## src/rtl/fetch_unit_pkg.sv

```systemverilog
// Shared definitions for the instruction fetch unit: word size, the NOP
// presented to decode when idle, and the fetch FSM state encoding.
package fetch_unit_pkg;

    localparam int              XLEN      = 32;
    localparam logic [XLEN-1:0] NOP_INSTR = 32'h0000_0013;

    typedef enum logic {
        BOOT,
        RUN
    } fetchState_t;

endpackage

```

## src/rtl/fetch_fifo.sv

```systemverilog
// DEPTH-entry synchronous FIFO with flush; serves as both the in-order tag
// queue and the instruction buffer of the fetch unit.
module fetch_fifo #(
    parameter int WIDTH = 32,
    parameter int DEPTH = 2
) (
    input  logic                         clk,
    input  logic                         reset,
    input  logic                         push,
    input  logic                         pop,
    input  logic                         flush,
    input  logic [WIDTH-1:0]             pushData,
    output logic [WIDTH-1:0]             headData,
    output logic                         full,
    output logic                         empty,
    output logic [$clog2(DEPTH+1)-1:0]   occupancy
);
    localparam int PTR_W = (DEPTH > 1) ? $clog2(DEPTH) : 1;
    localparam int CNT_W = $clog2(DEPTH + 1);

    logic [WIDTH-1:0] mem [DEPTH];
    logic [PTR_W-1:0] rdPtr;
    logic [PTR_W-1:0] wrPtr;
    logic             doPush;
    logic             doPop;

    function automatic logic [PTR_W-1:0] nextPtr(input logic [PTR_W-1:0] p);
        return (p == PTR_W'(DEPTH - 1)) ? '0 : p + PTR_W'(1);
    endfunction

    assign full     = (occupancy == CNT_W'(DEPTH));
    assign empty    = (occupancy == '0);
    assign doPop    = pop & ~empty;
    // A full FIFO still accepts a push when the head leaves in the same cycle.
    assign doPush   = push & (~full | doPop);
    assign headData = mem[rdPtr];

    always_ff @(posedge clk or posedge reset) begin
        if (reset) begin
            rdPtr     <= '0;
            wrPtr     <= '0;
            occupancy <= '0;
        end else if (flush) begin
            rdPtr     <= '0;
            wrPtr     <= '0;
            occupancy <= '0;
        end else begin
            if (doPush) wrPtr <= nextPtr(wrPtr);
            if (doPop)  rdPtr <= nextPtr(rdPtr);
            occupancy <= occupancy + CNT_W'(doPush) - CNT_W'(doPop);
        end
    end

    always_ff @(posedge clk) begin
        if (doPush && !flush) mem[wrPtr] <= pushData;
    end

endmodule

```

## src/rtl/fetch_unit.sv

```systemverilog
// Instruction fetch front end: credit-limited request issue, in-order tag
// tracking, stale-response discard after redirects, and a decode-side buffer.
module fetch_unit
    import fetch_unit_pkg::*;
#(
    parameter logic [31:0] RESET_PC = 32'h0000_0000,
    parameter int          DEPTH    = 2
) (
    input  logic        clk,
    input  logic        reset,
    output logic        imem_req,
    output logic [31:0] imem_addr,
    input  logic        imem_gnt,
    input  logic        imem_rvalid,
    input  logic [31:0] imem_rdata,
    input  logic        redirect_e,
    input  logic [31:0] redirect_pc_e,
    output logic        valid_d,
    input  logic        ready_d,
    output logic [31:0] instr_d,
    output logic [31:0] pc_d,
    output logic [31:0] pcplus4_d
);
    localparam int CNT_W = $clog2(DEPTH + 1);

    fetchState_t       state;
    fetchState_t       stateNext;
    logic [XLEN-1:0]   fpc;
    logic [XLEN-1:0]   fpcNext;
    logic [XLEN-1:0]   targetPc;
    logic [CNT_W-1:0]  tagCount;
    logic [CNT_W-1:0]  bufCount;
    logic [CNT_W-1:0]  discardCnt;
    logic [CNT_W-1:0]  discardNext;
    logic [CNT_W:0]    creditUsed;
    logic              tagFull;
    logic              tagEmpty;
    logic              bufFull;
    logic              bufEmpty;
    logic              fire;
    logic              tagPop;
    logic              stale;
    logic              bufPush;
    logic              bufPop;
    logic [2*XLEN-1:0] tagHead;
    logic [3*XLEN-1:0] bufHead;
    logic              unusedBits;

    assign unusedBits = ^{redirect_pc_e[1:0], tagFull, bufFull};

    assign fire    = imem_req & imem_gnt;
    assign tagPop  = imem_rvalid & ~tagEmpty;
    // Everything outstanding at a redirect is stale, including a response landing that cycle.
    assign stale   = redirect_e | (discardCnt != '0);
    assign bufPush = tagPop & ~stale;
    assign valid_d = ~bufEmpty & ~redirect_e;
    assign bufPop  = valid_d & ready_d;
    // The buffer is emptied by a redirect, so its entries no longer hold credit that cycle.
    assign creditUsed = {1'b0, tagCount} + (redirect_e ? '0 : {1'b0, bufCount});

    fetch_fifo #(.WIDTH(2*XLEN), .DEPTH(DEPTH)) tagQueue (
        .clk       (clk),
        .reset     (reset),
        .push      (fire),
        .pop       (tagPop),
        .flush     (1'b0),
        .pushData  ({imem_addr, imem_addr + 32'd4}),
        .headData  (tagHead),
        .full      (tagFull),
        .empty     (tagEmpty),
        .occupancy (tagCount)
    );

    fetch_fifo #(.WIDTH(3*XLEN), .DEPTH(DEPTH)) instrBuf (
        .clk       (clk),
        .reset     (reset),
        .push      (bufPush),
        .pop       (bufPop),
        .flush     (redirect_e),
        .pushData  ({imem_rdata, tagHead}),
        .headData  (bufHead),
        .full      (bufFull),
        .empty     (bufEmpty),
        .occupancy (bufCount)
    );

    always_ff @(posedge clk or posedge reset) begin
        if (reset) begin
            state      <= BOOT;
            fpc        <= RESET_PC;
            discardCnt <= '0;
        end else begin
            state      <= stateNext;
            fpc        <= fpcNext;
            discardCnt <= discardNext;
        end
    end

    always_comb begin
        stateNext   = RUN;
        targetPc    = {redirect_pc_e[XLEN-1:2], 2'b00};
        imem_addr   = redirect_e ? targetPc : fpc;
        imem_req    = (state == RUN) && (creditUsed < (CNT_W+1)'(DEPTH));
        fpcNext     = fpc;
        discardNext = discardCnt;
        if (imem_req && imem_gnt) begin
            fpcNext = imem_addr + 32'd4;
        end else if (redirect_e) begin
            fpcNext = targetPc;
        end
        if (redirect_e) begin
            discardNext = tagCount - CNT_W'(tagPop);
        end else if (tagPop && discardCnt != '0) begin
            discardNext = discardCnt - CNT_W'(1);
        end
    end

    always_comb begin
        instr_d   = NOP_INSTR;
        pc_d      = '0;
        pcplus4_d = '0;
        if (valid_d) {instr_d, pc_d, pcplus4_d} = bufHead;
    end

    rvalidNeedsRequest: assert property (@(posedge clk) disable iff (reset) imem_rvalid |-> !tagEmpty);

endmodule

```

## config.mk

```make
export PLATFORM = sky130hd
export DESIGN_NAME = fetch_unit
export DESIGN_NICKNAME = d
export VERILOG_FILES = /design/src/rtl/fetch_unit_pkg.sv /design/src/rtl/fetch_fifo.sv /design/src/rtl/fetch_unit.sv
export SDC_FILE = /design/constraint.sdc
export NUM_CORES = 1
export LEC_CHECK = 0
export BUFFER_PORTS_ARGS = -buffer_cell sky130_fd_sc_hd__buf_2
export CORE_MARGIN = 1.5
export CORE_UTILIZATION = 45
export DETAILED_ROUTE_END_ITERATION = 16
export MAX_ROUTING_LAYER = met4
export SLEW_MARGIN = 25
export SYNTH_ARGS = -nofsm -noshare
export SYNTH_HDL_FRONTEND = slang
export SYNTH_SLANG_ARGS = --single-unit
```

## constraint.sdc

```tcl
create_clock -name clk -period 6.8 [get_ports clk]
set_input_delay 1.02 -clock clk [delete_from_list [all_inputs] [get_ports clk]]
set_output_delay 1.02 -clock clk [all_outputs]
set_load 0.1 [all_outputs]
```

Yosys cells after proc, flatten, opt, wreduce, memory -nomap -nowiden

Memories as Yosys holds them, arrays and structs flattened.
Index checks and enable logic that the tools add are counted.

Bits in registers: 43
Memory bits (writable): 320
Input bits: 70
Output and inout port bits: 130
Logic and storage cells: 76
Memories kept: 2

Memory list:

| memory       | depth | width | rd ports | clocked after memory_dff | write ports | line             | text |
|---|---|---|---|---|---|---|---|
| instrBuf.mem | 2     | 96    | 1        | 0                        | 1           | fetch_fifo.sv:21 | `logic [WIDTH-1:0] mem [DEPTH];` |
| tagQueue.mem | 2     | 64    | 1        | 0                        | 1           | fetch_fifo.sv:21 |  |

Add/sub/neg operators: 12
Order comparisons: 1
Eq/ne operators: 2
Multiplexer cells: 21
Bitwise operators: 18
Reduce and logical (&&, ||, !) cells: 11

Operators by type and width:

| kind                    | count |
|---|---|
| $mux W32                | 5 |
| $add A32 B3 Y32 const B | 1 |
| $mux W1                 | 12 |
| $and A1 B1 Y1           | 9 |
| $mux W2                 | 4 |
| $reduce_bool A2 Y1      | 4 |
| $not A1 Y1              | 6 |
| $sub A2 B1 Y2           | 3 |
| $add A1 B1 Y1 const B   | 4 |
| $add A2 B1 Y2           | 2 |
| $eq A2 B2 Y1 const B    | 2 |
| $logic_and A1 B1 Y1     | 4 |
| $logic_not A2 Y1        | 2 |
| $add A2 B2 Y3           | 1 |
| $lt A3 B2 Y1 const B    | 1 |
| $or A1 B1 Y1            | 3 |
| $sub A2 B1 Y2 const B   | 1 |
| $logic_not A1 Y1        | 1 |

Depth between registers and ports, before layout

Gate-level depths: netlist (run 1).

Word-level depth: 10
Mapped depth: 13
Gate-level depth less buffers: 11

Hierarchy

A second synthesis (run 1) with hierarchy kept.

Cell total of the unflattened synthesis: 982
Area total of the unflattened synthesis: 15,528.6 µm²

By module, submodules not included:

| module                | times used | cells an instance | area an instance (µm²) | seq. area each (µm²) |
|---|---|---|---|---|
| fetch_fifo (instrBuf) | 1          | 329               | 7,190.6                | 5,865.6 |
| fetch_fifo (tagQueue) | 1          | 229               | 4,906.0                | 3,943.8 |
| fetch_unit            | 1          | 424               | 3,432.0                | 875.8 |

Worst setup path after synthesis (run 1)

OpenSTA, ideal clock, no wires.

Path kind: input to register
Start point: input port redirect_e
End point: memory tagQueue.mem[0][10] in the netlist's numbering (enable)
Setup time: 0.482 ns
Arrival: 8.297 ns
Required time: 6.318 ns
Slack: -1.980 ns
Stages: 11
Buffers on the path: 5
Path through: buf_2 > buf_2 > buf_2 > buf_1 > clkbuf_1 > nor2b_1 > fa_1 > nor3b_1 > and2_1 > o21ai_1 > nor2_1

Longest elaborated chain between the ends: 8

RTL lines:

| what                          | line              | text |
|---|---|---|
| start: declaration            | fetch_unit.sv:16  | `input logic redirect_e,` |
| $mux W2                       | fetch_unit.sv:59  | `assign creditUsed = {1'b0, tagCount} + (redirect_e ? '0 : {1'b0, bufCount});` |
| $add A2 B2 Y3                 | fetch_unit.sv:59  |  |
| $lt A3 B2 Y1                  | fetch_unit.sv:103 | `imem_req = (state == RUN) && (creditUsed < (CNT_W+1)'(DEPTH));` |
| $logic_and A1 B1 Y1           | fetch_unit.sv:103 |  |
| net imem_req                  | fetch_unit.sv:11  | `output logic imem_req,` |
| $and A1 B1 Y1                 | fetch_unit.sv:51  | `assign fire = imem_req & imem_gnt;` |
| $and A1 B1 Y1                 | fetch_fifo.sv:35  | `assign doPush = push & (~full \| doPop);` |
| $mux W1                       | fetch_fifo.sv:55  | `if (doPush && !flush) mem[wrPtr] <= pushData;` |
| $mux W1 (not written as such) | fetch_fifo.sv:55  |  |
| end: declaration              | fetch_fifo.sv:21  |  |

The timed path passes the listed nets, and every way through them passes these cells.

Worst setup path after layout (run 1)

Start point: input port redirect_e
End point: output port instr_d[28]

Longest elaborated chain between the ends: 3

RTL lines:

| what             | line              | text |
|---|---|---|
| $not A1 Y1       | fetch_unit.sv:56  | `assign valid_d = ~bufEmpty & ~redirect_e;` |
| $and A1 B1 Y1    | fetch_unit.sv:56  |  |
| $mux W32         | fetch_unit.sv:122 | `if (valid_d) {instr_d, pc_d, pcplus4_d} = bufHead;` |
| end: declaration | fetch_unit.sv:20  | `output logic [31:0] instr_d,` |

Every way passes these cells.

==> flow_metrics.tcl, run 1 <==
set metrics [dict create \
    status "finished, final reports clean" \
    grt_max_degree 72 \
    crit_path_end_kind "output port" \
    worstSetupStartpointType "input port" \
    netlist_instances 974 \
    synth_top_area_share 0.631 \
    synthArstFlopShare 0.121 \
    hp-class "reg -> reg" \
    synth.most_common_cell "edfxtp_1" \
    finalCritPeriodShare 0.679 \
    antenna_found_initial 3 \
    synth_area_mm2 0.0149 \
    finalNetCount 1229 \
    critPathMaxStageDelay_ns 0.69 \
    dieWidth_um 185 \
    hold_viol 0 \
    slew_viol_final 0 \
    groute.usage.overall 0.183 \
    maxCapViolations 0 \
    ioPinCount 200 \
    arrival_ns 3.59 \
    fin_cells 1627 \
    syn_area_per_cell_um2 15.2 \
    rsz0062_at_grt "false" \
    wire_per_inst_um 18.8 \
    area_growth_pct 16.7 \
    core_area_mm2 0.0325 \
    finalSetupTns_ns 0 \
    routed_wl_mm 30.5 \
    cts_buffer_depth 3 \
    drive_gt1_frac 0.302 \
    dp_hpwl_mm 19.0 \
    pre_cts_slack_ns 2.15 \
    clk_latency_ns 0.52 \
    hold_ws_ns 0.548 \
    yosys.area.top_type "edfxtp_1" \
    yosys-top-cells-count "312 x edfxtp_1, 122 x nor2_1, 117 x mux2i_1, 67 x mux2_2, 60 x xnor2_1" \
    path_class "in -> out" \
    rows 66 \
    n_fill_cell 2756 \
    port_buffers 197 \
    max_freq_mhz 217 \
    cp_cell_sequence "buf_2 > buf_4 > or2_4 > buf_4 > nor2_1 > buf_2" \
    cts.sinks 355 \
    via_per_inst 5.00 \
    critPathMaxFanout 71 \
    tritoncts "built" \
    die_h_um 185 \
    synth_top_cells_by_area "edfxtp_1 63%, mux2i_1 7.9%, dfrtp_1 7.2%" \
    critPathLaunch "redirect_e" \
    initial_core_util 0.456 \
    synth_seq_cells 355 \
    vias 8128 \
    layout_min_cycle_time_ns 4.61 \
    dieArea_mm2 0.0341 \
    synth_fp_nets 1051 \
    synth_fa_ha_area_frac 0.00640 \
    seq_area_frac_synth 0.703 \
    cts_max_level 2 \
    numCtsBuffers 38 \
    synth_mux_area_frac 0.130 \
    route.detailed.drc 0 \
    hp-start "tagQueue.wrPtr" \
    power_leakage_uw 0.00630 \
    synth-compound-area-share 0.0115 \
    synth-main-ff-cell "edfxtp_1" \
    grt.overflow.total 0 \
    placedCellCount 1554 \
    ctsHoldBuffers 0 \
    vdd_ir_drop_max_mv 0.211 \
    first_pass_iters 4 \
    cp_slowest_cell "buf_4" \
    path_clk_slew_ns 0.05 \
    cts_resized 0 \
    setup_viol 0 \
    yosys_warnings 0 \
    synth-xor-area-share 0.0383 \
    ys_types 47 \
    synth_edf_count 312 \
    worstMarginPinSlew_ns 0.861 \
    cts_setup_buffers 0 \
    r2r_start "tagQueue.occupancy[0]" \
    drtIter0Drc 384 \
    drtAntennaViolNets 0 \
    worst_slack_ns 2.19 \
    relSlewSlack 0.426 \
    p_per_area_mw_per_mm2 352 \
    gp_congestion 0.791 \
    cts-root-buf "clkbuf_16" \
    synth_simple_gate_area_frac 0.0728 \
    worstPathRequired_ns 5.78 \
    clock_skew_ns 0.0101 \
    synth_top_family_by_area "multiplexers" \
    grt_pass1_wl_mm 45.8 \
    grt_pass1_vias 8097 \
]
[critical path: cells and delay by family]
family,cells,cell delay (ns)
buffers and inverters,4,1.71
AND/OR/NAND/NOR,2,0.81
[area by class of cell]
type | instances | area (um2) | share of cell area
inverter | 38 | 145 | 0.00837
antenna | 3 | 7.51 | 0.000433
clock inverter | 21 | 168 | 0.00967
timing repair buffer | 212 | 1100 | 0.0634
tap | 442 | 553 | 0.0319
multi-input combinational | 507 | 3880 | 0.224
clock buffer | 49 | 1030 | 0.0596
sequential | 355 | 10500 | 0.603
[metrics by stage]
stage,cell area (um2),util,total power [uW]
after floorplan,14900,-,3910
after global placement,16100,0.496,4160
after detailed placement,16100,0.496,4190
after CTS,17300,0.532,6170
after global routing,17300,0.533,6360
final,17300,0.533,6100
[cell families after synthesis]
| group | Yosys count |
|---|---|
| DFF | 355 |
| and+or+nand+nor | 223 |
| muxes | 184 |
| buffers and inverters | 112 |
| xor gates and xnor gates | 65 |
| AOI/OAI and AO/OA | 27 |
| adders and majority gates | 7 |
| other | 1 |
[worst paths after layout]
| check | endpoint | slack (ns) | depth (start not counted) |
|---|---|---|---|
| setup / recovery | instr_d[28] | 2.19 | 6 |
| hold / removal | tagQueue.wrPtr | 0.55 | 1 |
| setup reg to reg | tagQueue.mem[1][56] | 2.99 | 8 |
| hold reg to reg | tagQueue.wrPtr | 0.55 | 1 |
| max in group asynchronous | instrBuf.rdPtr | 5.75 | 2 |
| min in group asynchronous | fpc[4] | 0.58 | 2 |
[per-layer routing]
layer | vias to the layer above | track usage | share of wire
li1 | 3868 | - | -
met1 | 3992 | 0.246 | 0.46
met2 | 231 | 0.289 | 0.46
met3 | 37 | 0.0350 | 0.058
met4 | 0 | 0.0468 | 0.016
met5 | - | - | 0
[registers in the layout, summed over array words and instances, names as in the netlist]
register,cells
discardCnt,2
fpc,32
instrBuf.mem,188
instrBuf.occupancy,2
instrBuf.rdPtr,1
instrBuf.wrPtr,1
state,1
tagQueue.mem,124
tagQueue.occupancy,2
tagQueue.rdPtr,1
tagQueue.wrPtr,1
[placed cells by master, fill, tap and decap left out, types with 5 or more instances in the layout]
master / count
ha_1: 6
a21oi_1: 9
nand3_1: 14
nor3_1: 9
mux2_2: 67
nor2_1: 120
clkbuf_1: 7
clkbuf_16: 38
nand2_1: 27
nor2b_1: 5
buf_4: 15
buf_2: 197
nand3b_1: 6
xor2_1: 5
edfxtp_1: 312
nor4_1: 5
inv_1: 37
mux2i_1: 117
xnor2_1: 60
nand4_1: 10
clkinv_1: 7
dfrtp_1: 41
clkinv_2: 8
[power by group]
part | internal (uW) | total [uW] | switching, uW | leakage, uW
Clock | 1150 | 1970 | 817 | 0.000592
Sequential | 2660 | 2760 | 102 | 0.00334
Combinational | 387 | 1370 | 981 | 0.00237
Total | 4200 | 6100 | 1900 | 0.00630
No activity file was read; power rests on OpenSTA's default activity.
==> run 2: changes to the inputs <==
==> constraint.sdc (replaced) <==
create_clock -name clk -period 4.25 [get_ports clk]
set_input_delay 0.6375 -clock clk [delete_from_list [all_inputs] [get_ports clk]]
set_output_delay 0.6375 -clock clk [all_outputs]
set_load 0.1 [all_outputs]
==> flow_metrics.tcl, run 2 (same netlist as run 1, synthesis figures left out) <==
set metrics [dict create \
    area_growth_pct 17.7 \
    clk_latency_ns 0.52 \
    placedCellCount 1559 \
    fin_util 0.537 \
    finalNetCount 1234 \
    cp_slowest_cell "a21oi_1" \
    maxCapViolations 0 \
    grt.overflow.total 0 \
    worstMarginPinSlew_ns 0.789 \
    grt_pass1_wl_mm 45.6 \
    grt_max_degree 75 \
    core_area_mm2 0.0325 \
    port_buffers 197 \
    critPathMostFrequentCell "buf_2" \
    relSlewSlack 0.473 \
    layout_min_cycle_time_ns 3.15 \
    cp_top_family "buffers and inverters" \
    status "finished, final reports clean" \
    endpoint "imem_addr[20]" \
    die_h_um 185 \
    final_common_cell "edfxtp_1" \
    largest_reg_flops 188 \
    worstSetupStartpointType "input port" \
    first_pass_iters 4 \
    critPathMaxStageDelay_ns 0.45 \
    reg2reg_to "tagQueue.mem[0][43]" \
    crit_cells 6 \
    r2r_cells 8 \
    vias 8190 \
    cts_resized 0 \
    critPathLaunch "redirect_e" \
    fin_cells 1634 \
    cts_setup_buffers 0 \
    clock_skew_ns 0.0153 \
    final_cell_mix "312 x edfxtp_1, 194 x buf_2, 120 x nor2_1" \
    slew_viol_final 0 \
    grt_pass1_vias 7974 \
    hold_viol 0 \
    n_fill_cell 2776 \
    rsz0062_at_grt "false" \
    ioPinCount 200 \
    r2r_start "tagQueue.occupancy[0]" \
    groute.usage.overall 0.183 \
    cp_cell_sequence "buf_2 > buf_4 > and2b_2 > a21oi_1 > inv_1 > buf_2" \
    dp_hpwl_mm 19.4 \
    ctsHoldBuffers 0 \
    fin_area_mm2 0.0175 \
    rows 66 \
    path_buf_inv 4 \
    route.detailed.drc 0 \
    wire_per_inst_um 18.7 \
    setup_viol 0 \
    worst_slack_ns 1.10 \
    power.total_uw 9770 \
    path_class "in -> out" \
    p_per_area_mw_per_mm2 559 \
    critPathMaxFanout 20 \
    finalCritPeriodShare 0.742 \
    drive_gt1_frac 0.307 \
    numCtsBuffers 38 \
    reg_top3 "instrBuf.mem (188), tagQueue.mem (124), fpc (32)" \
    via_per_inst 5.01 \
    cts.sinks 355 \
    max_freq_mhz 317 \
    arrival_ns 2.52 \
    drtAntennaViolNets 0 \
    dieWidth_um 185 \
    gp_congestion 0.818 \
    tritoncts "built" \
    vdd_ir_drop_max_mv 0.341 \
    drtIter0Drc 401 \
    largest-register "instrBuf.mem" \
    cts_max_level 2 \
    placed_area_mm2 0.0163 \
    worstPathRequired_ns 3.61 \
    path_clk_slew_ns 0.06 \
    routed_wl_mm 30.6 \
    power_leakage_uw 0.00636 \
    crit_path_end_kind "output port" \
    initial_core_util 0.456 \
    cts_buffer_depth 3 \
    r2r_slack_ns 1.45 \
    antenna_found_initial 6 \
    cts-root-buf "clkbuf_16" \
    dieArea_mm2 0.0341 \
    hp-class "in -> async" \
    pre_cts_slack_ns 0.884 \
]
run 2: through the flow:
step / setup TNS (ns) / hold slack (ns)
floorplan: -37.90 / 0.521
global route: 0 / 0.235
CTS: 0 / 0.213
global placement: 0 / 0.539
detailed placement: 0 / 0.544
finish: 0 / 0.197
run 2: routing by layer:
| layer | share of wire | track usage |
|---|---|---|
| met1 | 0.45 | 0.241 |
| met2 | 0.46 | 0.290 |
| met3 | 0.068 | 0.0401 |
| met4 | 0.019 | 0.0442 |
| met5 | 0 | - |
run 2: layout make-up:
class                   instances  area (um2)  area share
clock inverters                14         105     0.00601
inverters                      38         145     0.00830
well taps                     442         553      0.0316
multi-input cells             507        3910       0.224
repair buffers                217        1230      0.0704
clock buffers                  55        1080      0.0615
flip-flops and latches        355       10500       0.598
diodes                          6        15.0    0.000859
run 2: where the power goes:
part	internal, uW	switching, uW	leakage [uW]	total, uW
combinational	648	1620	0.00244	2270
sequential	4260	142	0.00334	4400
clock	1830	1280	0.000578	3110
total	6730	3040	0.00636	9770
run 2: worst register-to-register path, stage by stage (launching register included):
cell,delay (ns)
dfrtp_1,0.35
inv_1,0.12
nor3_4,0.19
fa_1,0.47
nor3b_4,0.22
and2_4,0.31
o21ai_4,0.15
nor2_4,0.13
buf_4,0.49
run 2: worst min path at each step:
| stage | start | to | slack [ns] | depth (start not counted) |
|---|---|---|---|---|
| final | reset | discardCnt[1] | 0.20 | 2 |
| after global placement | tagQueue.wrPtr | tagQueue.wrPtr | 0.54 | 1 |
| after floorplan | tagQueue.wrPtr | tagQueue.wrPtr | 0.52 | 1 |
| after CTS | reset | discardCnt[0] | 0.21 | 2 |
| after detailed placement | fpc[1] | fpc[1] | 0.54 | 1 |
| after global routing | reset | discardCnt[1] | 0.24 | 2 |
